`src/rtl/cpu_sequencer.sv`:
```
// cpu_sequencer - eight-phase instruction sequencer for the 8-bit accumulator CPU.
//
// Walks a fixed eight-state cycle per instruction and decodes the memory
// strobes, IR/PC/accumulator enables and the sticky halt from the current
// state, the opcode in the IR and the ALU zero flag. Outputs are combinational
// from the registered state so every strobe is low while rst_n is asserted.
//
// Ports:
//   clk          in   system clock, rising edge
//   rst_n        in   asynchronous active-low reset
//   opcode [2:0] in   opcode currently held in the IR (opcodes_t encoding)
//   zero         in   ALU zero flag, only looked at in ALU_OP
//   mem_rd       out  memory read strobe
//   mem_wr       out  memory write strobe
//   load_ir      out  instruction register load enable
//   inc_pc       out  program counter increment
//   load_pc      out  program counter load (jump)
//   load_ac      out  accumulator load from ALU output
//   halt         out  CPU halted (sticky until reset)
//   phase [3:0]  out  current state encoding, debug only
//   instr_count  out  retired-instruction count, CNT_W bits
//
// Build option: define SEQ_INSTR_COUNT_EN to get a saturating retired-
// instruction counter; otherwise instr_count is tied to zero.

module cpu_sequencer #(
  parameter int CNT_W = 16
) (
  input  logic             clk,
  input  logic             rst_n,
  input  logic [2:0]       opcode,
  input  logic             zero,
  output logic             mem_rd,
  output logic             mem_wr,
  output logic             load_ir,
  output logic             inc_pc,
  output logic             load_pc,
  output logic             load_ac,
  output logic             halt,
  output logic [3:0]       phase,
  output logic [CNT_W-1:0] instr_count
);

  typedef enum logic [2:0] {
    HLT = 3'd0, SKZ = 3'd1, ADD = 3'd2, AND = 3'd3,
    XOR = 3'd4, LDA = 3'd5, STO = 3'd6, JMP = 3'd7
  } opcodes_t;

  typedef enum logic [3:0] {
    INST_ADDR  = 4'd0,
    INST_FETCH = 4'd1,
    INST_LOAD  = 4'd2,
    IDLE       = 4'd3,
    OP_ADDR    = 4'd4,
    OP_FETCH   = 4'd5,
    ALU_OP     = 4'd6,
    STORE      = 4'd7,
    HALTED     = 4'd8
  } state_t;

  state_t   state_r;
  state_t   next_state_s;
  opcodes_t op_s;
  logic     aluop_s;

  assign op_s    = opcodes_t'(opcode);
  // Instructions that read an operand and write the accumulator; STO is
  // deliberately excluded so mem_rd and mem_wr can never overlap.
  assign aluop_s = (op_s == ADD) || (op_s == AND) || (op_s == XOR) || (op_s == LDA);
  assign phase   = state_r;

  // State register.
  always_ff @(posedge clk or negedge rst_n) begin
    if (!rst_n) begin
      state_r <= INST_ADDR;
    end else begin
      state_r <= next_state_s;
    end
  end

  // Next-state logic: fixed ring, with HLT diverting into the absorbing HALTED state.
  always_comb begin
    next_state_s = INST_ADDR;
    case (state_r)
      INST_ADDR:  next_state_s = INST_FETCH;
      INST_FETCH: next_state_s = INST_LOAD;
      INST_LOAD:  next_state_s = IDLE;
      IDLE:       next_state_s = OP_ADDR;
      OP_ADDR: begin
        if (op_s == HLT) begin
          next_state_s = HALTED;
        end else begin
          next_state_s = OP_FETCH;
        end
      end
      OP_FETCH:   next_state_s = ALU_OP;
      ALU_OP:     next_state_s = STORE;
      STORE:      next_state_s = INST_ADDR;
      HALTED:     next_state_s = HALTED;
      default:    next_state_s = INST_ADDR;
    endcase
  end

  // Output decode from the registered state, current opcode and zero flag.
  always_comb begin
    mem_rd  = 1'b0;
    mem_wr  = 1'b0;
    load_ir = 1'b0;
    inc_pc  = 1'b0;
    load_pc = 1'b0;
    load_ac = 1'b0;
    halt    = 1'b0;
    case (state_r)
      INST_ADDR: begin
        mem_rd = 1'b0;
      end
      INST_FETCH: begin
        mem_rd = 1'b1;
      end
      INST_LOAD, IDLE: begin
        mem_rd  = 1'b1;
        load_ir = 1'b1;
      end
      OP_ADDR: begin
        if (op_s == HLT) begin
          halt = 1'b1;
        end else begin
          inc_pc = 1'b1;
        end
      end
      OP_FETCH: begin
        mem_rd = aluop_s;
      end
      ALU_OP: begin
        mem_rd  = aluop_s;
        inc_pc  = (op_s == SKZ) && zero;
        load_pc = (op_s == JMP);
      end
      STORE: begin
        mem_rd  = aluop_s;
        load_ac = aluop_s;
        inc_pc  = (op_s == JMP);
        load_pc = (op_s == JMP);
        mem_wr  = (op_s == STO);
      end
      HALTED: begin
        halt = 1'b1;
      end
      default: begin
        halt = 1'b0;
      end
    endcase
  end

`ifdef SEQ_INSTR_COUNT_EN
  logic [CNT_W-1:0] count_r;

  // Retired-instruction counter: bumps on STORE->INST_ADDR, saturates at all-ones.
  always_ff @(posedge clk or negedge rst_n) begin
    if (!rst_n) begin
      count_r <= {CNT_W{1'b0}};
    end else if ((state_r == STORE) && (count_r != {CNT_W{1'b1}})) begin
      count_r <= count_r + CNT_W'(1);
    end else begin
      count_r <= count_r;
    end
  end

  assign instr_count = count_r;
`else
  assign instr_count = {CNT_W{1'b0}};
`endif

endmodule

```
`config.mk`:
```
export PLATFORM = sky130hd
export DESIGN_NAME = cpu_sequencer
export DESIGN_NICKNAME = d
export VERILOG_FILES = /design/src/rtl/cpu_sequencer.sv
export SDC_FILE = /design/constraint.sdc
export NUM_CORES = 1
export LEC_CHECK = 0
export ABC_AREA = 1
export CAP_MARGIN = 20
export CORE_MARGIN = 2
export CORE_UTILIZATION = 32
export CTS_CLUSTER_SIZE = 14
export DETAILED_ROUTE_END_ITERATION = 7
export GPL_TIMING_DRIVEN = 0
export PLACE_DENSITY = 0.76
export SLEW_MARGIN = 20
export SYNTH_ARGS = -nofsm -noshare
export SYNTH_HDL_FRONTEND = slang
export SYNTH_SLANG_ARGS = --single-unit
```
`constraint.sdc`:
```
create_clock -name clk -period 1.48 [get_ports clk]
set_clock_uncertainty 0.15 [all_clocks]
set_input_delay 0.148 -clock clk [delete_from_list [all_inputs] [get_ports clk]]
set_output_delay 0.148 -clock clk [all_outputs]
set_load 0.1 [all_outputs]
```
==> results of run 1 <==
-- layout make-up --
cell class              instances  area, sq um  share of cell area
plain buffers                  16          120               0.119
multi-input cells              53          359               0.357
flip-flops and latches          4          115               0.114
clock buffers                   3         22.5              0.0224
inverters                      11         53.8              0.0535
well taps                      15         18.8              0.0187
repair buffers                 28          317               0.315
-- final timing paths --
kind                                     from            endpoint  slack, ps  depth (start not counted)
max reg2reg                phase[1]$_DFF_PN0_  phase[0]$_DFF_PN0_        200                          6
max in group asynchronous               rst_n  phase[3]$_DFF_PN0_        470                          2
max                        phase[3]$_DFF_PN0_              inc_pc       -220                          6
min                                 opcode[1]  phase[3]$_DFF_PN0_        410                          4
min in group asynchronous               rst_n  phase[0]$_DFF_PN0_        510                          2
min reg2reg                phase[0]$_DFF_PN0_  phase[1]$_DFF_PN0_        550                          3
-- timing repair --
item / 4_1_cts / 5_1_grt
gates resized for setup: 98 / 8
buffers inserted: 9 / 2
hold buffers: 1 / 0
pin swaps: 6 / 4
endpoints found under the hold margin: 4 / 0
endpoints found under the setup margin: 11 / 8
-- cells in the mapped netlist --
library cell	instances	area share
nand2_2	1	0.014
nand2_1	15	0.13
dfrtp_1	4	0.22
nor3_1	1	0.011
nand3_1	4	0.045
inv_1	9	0.076
conb_1	1	0.0084
o21ai_1	2	0.022
nor3_2	1	0.022
nand3_2	1	0.022
buf_4	16	0.27
a21oi_1	1	0.011
nor2_2	1	0.014
nor2_1	8	0.067
inv_2	2	0.017
nor2_4	1	0.025
nand2_4	1	0.025
-- metal layers --
metal  global-route usage  wire length, microns
met1                0.217                   566
met2                0.340                   757
met3               0.0638                   109
met4               0.0242                     9
met5                    0                     0
-- tightest hold or removal path, stage by stage --
cell           delay [ps]
dlygate4sd2_1         230
inv_1                  70
nand3_1               190
o21ai_1               120
-- kinds of logic after synthesis --
kind of cell | count (synthesis) | share of synthesized area
simple gates | 34 | 0.373
other cells | 1 | 0.00840
buf+inv | 27 | 0.361
compound gates | 3 | 0.0336
flops | 4 | 0.224
-- per-stage QoR --
step                      cells  setup TNS [ps]  worst slack [ps]
final                       130           -1170              -222
after global routing        130           -1550              -287
after floorplan              84           -2310              -598
after CTS                   128           -1070              -208
after global placement      115           -8240             -1110
after detailed placement    115           -8410             -1150
==> key figures, run 1 <==
Global routing
  • Initial antenna violation count: 0
  • Largest net degree at the start of global routing: 6
  • GRT Util Overall: 0.188
  • Overflow after GRT: 0
  • First-pass GRT wire length: 2080 microns
  • Vias in the first global route: 516

Synthesis
  • Synthesized instance count: 69
  • Register bit total from synthesis: 4
  • Post-synth cell types: 17
  • Yosys warnings: 0
  • Register area share after synthesis: 0.224
  • Synth Area per Inst: 6.47 sq um
  • Netlist Area Pre-Place: 447 sq um

Die
  • Die H: 41.4 microns
  • Rows: 13
  • Die width: 41.4 microns
  • Initial Util: 0.343
  • Full die area: 0.00171 sq mm
  • # IOs: 33
  • Core area: 0.00130 sq mm

CTS
  • Clk sink count: 4
  • CTS Buffer Depth: 2
  • CTS tree: built
  • Clock-pin slew on the worst setup and hold paths: 40 ps
  • Clk_lat worst skew: 240 ps
  • H-tree depth: 1
  • Cts bufs inserted: 3
  • Clock root cell: clkbuf_4

Placed design
  • Port Buffers: 16
  • Post-detail-place hpwl: 836 microns
  • DP Area: 767 sq um
  • Routability Congestion: 0.698

Finish
  • Final Cell Area: 0.00101 sq mm
  • Commonest non-fill, non-tap cell in the layout: buf_4
  • Fraction of final layout cells sized beyond drive strength 1: 0.617
  • Synth-to-Final Area Change: 125%
  • Max reg flops: 4
  • Nets: 123
  • Commonest non-fill, non-tap cells in the layout: buf_4 (28), conb_1 (16), nand2_1 (8), buf_12 (8)
  • Finished Core Util: 0.773
  • Ant diodes: 0
  • Fill count: 89

Route
  • Post-DR vias/cell: 4.17
  • DR WL/cell: 11.1 microns
  • Residual DRC: 0
  • Post-Route WL: 1440 microns
  • Routed Antenna Nets: 0
  • Drt pass-1 iters: 4
  • Via count: 542
  • Starting DRT DRC Count: 8

Worst hold path
  • Hold Path Class: in -> reg

Critical path
  • Crit path buffers/inverters: 2
  • CP max stage delay: 490 ps
  • CP arrival: 1400 ps
  • Setup crit end kind: output port
  • Crit-path max FO: 5
  • Critical Path Source Type: register
  • Crit path cell chain: inv_6 -> nand2_8 -> nor2_2 -> nand2_1 -> nand3_4 -> buf_12
  • CP max-delay cell: dfrtp_4
  • CP Class: reg -> out
  • Crit-path leading delay family: flip-flops
  • Critical Path RT: 1180 ps

Timing
  • Min Clock Period, post-route: 1700 ps
  • WHS: 413 ps
  • Final setup fails: 9
  • Final count of hold timing violations: 0
  • Crit share post-route: 1.15
  • Slew Limit Fails: 0
  • Fmax: 588 MHz
  • Final worst setup slack: -222 ps
  • RSZ-0062 raised after global routing: true

Outcome
  • Failing checks: negative setup slack
  • Status: finished with violations

Run
  • Max cap viols: 0
Power of run 1 is left out: the tool's default activity adds up to more than one toggle a clock period on the data nets, which glitch-free logic cannot reach.
==> inputs of run 2 (changes only) <==
--- a/config.mk
+++ b/config.mk
@@ -11,9 +11,7 @@
 export CORE_UTILIZATION = 32
 export CTS_CLUSTER_SIZE = 14
 export DETAILED_ROUTE_END_ITERATION = 7
-export GPL_TIMING_DRIVEN = 0
 export PLACE_DENSITY = 0.76
-export SLEW_MARGIN = 20
 export SYNTH_ARGS = -nofsm -noshare
 export SYNTH_HDL_FRONTEND = slang
 export SYNTH_SLANG_ARGS = --single-unit
==> run 2 against run 1 <==
Net effect:
- the flow still finishes with violations (negative setup slack)
- first-iteration DRC count down 75%
- die area did not move
- critical path depth unchanged
- sequential share of layout area rose by 0.63 points
- routed wire length fell by 15%
- final cell count down 9.2%
- worst hold slack improved by 93 ps
- maximum frequency fell by 2.3%
- flip-flop and latch count unchanged
- core utilization decreased by 4.0 points
- worst setup slack got worse by 41 ps
- highest routed layer unchanged
==> key figures, run 2 (synthesized netlist as in run 1, its figures left out) <==
Placed design
  • Port Buffers: 16 (unchanged)
  • Post-detail-place hpwl: 885 microns (+5.8%)
  • Routability Congestion: 0.727 (+4.2%)
  • Dpl cells: 107 (-7.0%)
  • Place WS: -166 ps (+982 ps)

CTS
  • Clk_lat worst skew: 240 ps (about the same)
  • Cts bufs inserted: 3 (unchanged)
  • CTS tree: built
  • CTS Buffer Depth: 2 (unchanged)
  • Clock root cell: clkbuf_4
  • Clock-pin slew on the worst setup and hold paths: 30 ps (about the same)
  • H-tree depth: 1 (unchanged)
  • Clk sink count: 4 (unchanged)

Worst hold path
  • Hold Path Class: in -> async

Route
  • Post-DR vias/cell: 4.17 (about the same)
  • Via count: 492 (-9.2%)
  • Starting DRT DRC Count: 2 (-6)
  • DR WL/cell: 10.3 microns (-6.8%)
  • Residual DRC: 0 (unchanged)
  • Routed Antenna Nets: 0 (unchanged)
  • Post-Route WL: 1220 microns (-15%)
  • Drt pass-1 iters: 4 (unchanged)

Finish
  • Commonest non-fill, non-tap cell in the layout: conb_1
  • Synth-to-Final Area Change: 113%
  • Ant diodes: 0 (unchanged)
  • Nets: 111 (-9.8%)
  • Fill count: 91 (+2.2%)
  • Fraction of final layout cells sized beyond drive strength 1: 0.563 (-0.0543)
  • Layout Cells excl Fill: 118 (-9.2%)
  • Commonest non-fill, non-tap cells in the layout: conb_1 (16), buf_4 (14), buf_12 (11), nand2_1 (9)
  • Max reg flops: 4 (unchanged)

Critical path
  • Crit-path max FO: 5 (unchanged)
  • Critical Path Source Type: register
  • CP max stage delay: 480 ps (about the same)
  • CP max-delay cell: dfrtp_4
  • Critical Path RT: 1180 ps (about the same)
  • CP Class: reg -> out
  • CP arrival: 1440 ps (+40 ps)
  • Setup crit end kind: output port
  • Crit path cell chain: inv_4 -> nand2_8 -> nor2_4 -> inv_2 -> nor3_4 -> buf_12
  • Reg2reg setup slack: 200 ps (about the same)

Global routing
  • First-pass GRT wire length: 1760 microns (-15%)
  • Largest net degree at the start of global routing: 6 (unchanged)
  • Overflow after GRT: 0 (unchanged)
  • GRT Util Overall: 0.171 (-0.0163)
  • Vias in the first global route: 403 (-22%)
  • Initial antenna violation count: 0 (unchanged)

Die
  • Die width: 41.4 microns (unchanged)
  • # IOs: 33 (unchanged)
  • Full die area: 0.00171 sq mm (unchanged)
  • Rows: 13 (unchanged)
  • Initial Util: 0.343 (unchanged)
  • Core area: 0.00130 sq mm (unchanged)
  • Die H: 41.4 microns (unchanged)

Timing
  • Final setup fails: 7 (-2)
  • Min Clock Period, post-route: 1740 ps (+40.7 ps)
  • Fmax: 574 MHz (-2.3%)
  • Setup tns final: -1340 ps (-170 ps)
  • Crit share post-route: 1.18 (+0.0275)
  • RSZ-0062 raised after global routing: true
  • Final worst setup slack: -262 ps (-40.7 ps)
  • Final count of hold timing violations: 0 (unchanged)
  • Slew Limit Fails: 0 (unchanged)

Outcome
  • Failing checks: negative setup slack
  • Status: finished with violations

Run
  • Max cap viols: 0 (unchanged)
## run 2: changes by cell type in the layout (fill, tap and decap cells not counted), sizes merged
cell,previous run,this run
clkdlybuf4s50,2,4
dlygate4sd2,3,1
buf,38,26
## run 2: critical path, delay by kind of cell (launching register included)
family                 cells  cell delay [ps]
buffers and inverters      3              360
AND/OR/NAND/NOR            3              360
flip-flops                 1              480
## run 2: final timing paths
path	cells after the start	end	from
setup / recovery	6	mem_wr	phase[3]$_DFF_PN0_
hold / removal	2	phase[2]$_DFF_PN0_	rst_n
setup reg to reg	6	phase[3]$_DFF_PN0_	phase[3]$_DFF_PN0_
hold reg to reg	3	phase[1]$_DFF_PN0_	phase[1]$_DFF_PN0_
max in group asynchronous	2	phase[0]$_DFF_PN0_	rst_n
min in group clk	4	phase[3]$_DFF_PN0_	opcode[0]
## run 2: area by class of cell
class / instances / area (sq um) / share of cell area
sequential: 4 / 115 / 0.121
timing repair buffer: 32 / 395 / 0.415
multi-input combinational: 53 / 353 / 0.370
clock buffer: 3 / 22.5 / 0.0236
tap: 15 / 18.8 / 0.0197
inverter: 11 / 48.8 / 0.0512
## run 2: metrics by stage
step	hold slack (ps)	area [sq um]	utilization
global placement	211	817	0.628
global route	534	953	0.733
detailed placement	213	817	0.628
floorplan	-298	588	-
finish	507	953	0.733
CTS	494	905	0.695
## run 2: what timing repair did
action | in CTS | in global routing
endpoints found under the setup margin | 7 | 7
setup buffers | 4 | 4
resized for setup | 8 | 7
pin swaps | 8 | 2
hold buffers | 1 | 0
endpoints found under the hold margin | 4 | 0
## run 2: metal layers
layer / wire length [microns] / GRT usage
met1: 456 / 0.189
met2: 667 / 0.270
met3: 55 / 0.0479
met4: 41 / 0.145
met5: 0 / 0
Power of run 2 is left out for the same reason.
==> inputs of run 3 (changes only) <==
--- a/config.mk
+++ b/config.mk
@@ -7,11 +7,12 @@
 export LEC_CHECK = 0
 export ABC_AREA = 1
 export CAP_MARGIN = 20
-export CORE_MARGIN = 2
+export CORE_MARGIN = 8
 export CORE_UTILIZATION = 32
 export CTS_CLUSTER_SIZE = 14
 export DETAILED_ROUTE_END_ITERATION = 7
 export PLACE_DENSITY = 0.76
+export SETUP_SLACK_MARGIN = 0.02
 export SYNTH_ARGS = -nofsm -noshare
 export SYNTH_HDL_FRONTEND = slang
 export SYNTH_SLANG_ARGS = --single-unit
==> run 3 against run 2 <==
Net effect:
- the run still ends with negative setup slack left
- global-route usage down 6.6 points
- core utilization down 4.4 points
- critical path depth unchanged
- maximum frequency up 3.0%
- non-clock buffer count down 6
- via count up 2.0%
- count of clock-buffer cells in the layout unchanged
- flip-flop and latch count unchanged
- critical path type unchanged
- highest routed layer unchanged
==> key figures, run 3 (synthesized netlist as in run 1, its figures left out) <==
Finish
  • Fill count: 93 (+2.2%)
  • Commonest non-fill, non-tap cell in the layout: conb_1
  • Final Cell Area: 896 sq um (-6.0%)
  • Ant diodes: 0 (unchanged)
  • Fraction of final layout cells sized beyond drive strength 1: 0.546 (-0.0167)
  • Max reg flops: 4 (unchanged)
  • Nets: 105 (-5.4%)
  • Synth-to-Final Area Change: 101%
  • Commonest non-fill, non-tap cells in the layout: conb_1 (16), buf_12 (11), buf_4 (9), nand2_1 (8)

Placed design
  • Routability Congestion: 0.773 (+6.4%)
  • DP Area: 817 sq um (unchanged)
  • Port Buffers: 16 (unchanged)
  • Post-detail-place hpwl: 1280 microns (+44%)

Critical path
  • CP arrival: 1390 ps (-50 ps)
  • Setup crit end kind: output port
  • CP Class: reg -> out
  • Critical Path Source Type: register
  • Crit path buffers/inverters: 3 (unchanged)
  • Crit-path max FO: 5 (unchanged)
  • Crit-path leading delay family: flip-flops
  • CP max stage delay: 480 ps (about the same)
  • Crit path cell chain: inv_4 -> nand2_4 -> nor2_4 -> inv_2 -> nor3_4 -> buf_12
  • CP max-delay cell: dfrtp_4
  • Critical Path RT: 1180 ps (about the same)

Global routing
  • Vias in the first global route: 525 (+30%)
  • Largest net degree at the start of global routing: 6 (unchanged)
  • Overflow after GRT: 0 (unchanged)
  • Initial antenna violation count: 0 (unchanged)
  • First-pass GRT wire length: 2210 microns (+26%)
  • GRT Util Overall: 0.105 (-0.0663)

Die
  • Rows: 13 (unchanged)
  • Die width: 53.4 microns (+29%)
  • Full die area: 0.00285 sq mm (+66%)
  • Initial Util: 0.343 (unchanged)
  • Die H: 53.4 microns (+29%)
  • # IOs: 33 (unchanged)
  • Core area: 0.00130 sq mm (unchanged)

Timing
  • Setup tns final: -1110 ps (+237 ps)
  • Final setup fails: 7 (unchanged)
  • Min Clock Period, post-route: 1690 ps (-50.3 ps)
  • Crit share post-route: 1.14 (-0.0340)
  • Slew Limit Fails: 0 (unchanged)
  • RSZ-0062 raised after global routing: true
  • Fmax: 591 MHz (+3.0%)
  • Final worst setup slack: -212 ps (+50.3 ps)
  • Final count of hold timing violations: 0 (unchanged)

CTS
  • CTS Buffer Depth: 2 (unchanged)
  • Clk_lat worst skew: 250 ps (about the same)
  • Clock root cell: clkbuf_4
  • CTS tree: built
  • H-tree depth: 1 (unchanged)
  • Clk sink count: 4 (unchanged)
  • Cts bufs inserted: 3 (unchanged)
  • Clock-pin slew on the worst setup and hold paths: 50 ps (+20 ps)

Outcome
  • Failing checks: negative setup slack
  • Status: finished with violations

Worst hold path
  • Hold Path Class: in -> reg

Route
  • Routed Antenna Nets: 0 (unchanged)
  • DR WL/cell: 13.5 microns (+31%)
  • Via count: 502 (+2.0%)
  • Drt pass-1 iters: 4 (unchanged)
  • Post-Route WL: 1520 microns (+24%)
  • Starting DRT DRC Count: 7 (+5)
  • Residual DRC: 0 (unchanged)
  • Post-DR vias/cell: 4.48 (+7.5%)

Run
  • Max cap viols: 0 (unchanged)
## run 3: cell count changes in the layout (fill, tap and decap cells not counted)
cell / before / now
buf_4: 14 / 9
buf_6: 1 / 0
inv_2: 3 / 2
inv_4: 3 / 4
nand2_1: 9 / 8
nand2_4: 2 / 4
nand2_8: 1 / 0
nor2_2: 1 / 3
nor2_4: 5 / 3
## run 3: final timing paths
path | cells after the start | startpoint | to | slack, ps
max | 6 | phase[3]$_DFF_PN0_ | mem_wr | -210
min in group asynchronous | 2 | rst_n | phase[3]$_DFF_PN0_ | 520
max in group asynchronous | 2 | rst_n | phase[1]$_DFF_PN0_ | 430
min reg2reg | 3 | phase[0]$_DFF_PN0_ | phase[0]$_DFF_PN0_ | 540
min | 4 | opcode[0] | phase[3]$_DFF_PN0_ | 450
max reg2reg | 6 | phase[0]$_DFF_PN0_ | phase[2]$_DFF_PN0_ | 200
## run 3: layer usage
layer,vias to the layer above,global-route usage,routed length [microns]
li1,238,-,-
met1,228,0.104,500
met2,30,0.180,812
met3,6,0.0392,138
met4,0,0.0672,63
met5,-,0,0
## run 3: repair_timing
item,in CTS,in global routing
pin swaps,7,1
resized for setup,10,3
hold buffers,1,0
buffers inserted,1,0
endpoints found under the hold margin,4,0
setup endpoints to repair,7,7
## run 3: metrics by stage
step                      hold WS (ps)  setup slack (ps)  instances  utilization
after floorplan                   -298              -598         84            -
after global placement             215              -105        107        0.628
after detailed placement           229              -136        107        0.628
after CTS                          435              -221        112        0.681
after global routing               457              -270        112        0.688
final                              451              -212        112        0.688
## run 3: worst reg2reg max path, stage by stage, from the launching register on
cell and delay, ps:
dfrtp_4 500, inv_4 90, nand2_4 80, nor2_2 100
nand2_2 80, buf_4 150, nand3_1 60
## run 3: layout make-up
class / count / area [sq um] / share of cell area
multi-input cells: 53 / 342 / 0.381
well taps: 15 / 18.8 / 0.0209
flip-flops and latches: 4 / 115 / 0.128
repair buffers: 26 / 347 / 0.387
clock buffers: 3 / 22.5 / 0.0251
inverters: 11 / 51.3 / 0.0573
Power of run 3 is left out for the same reason.
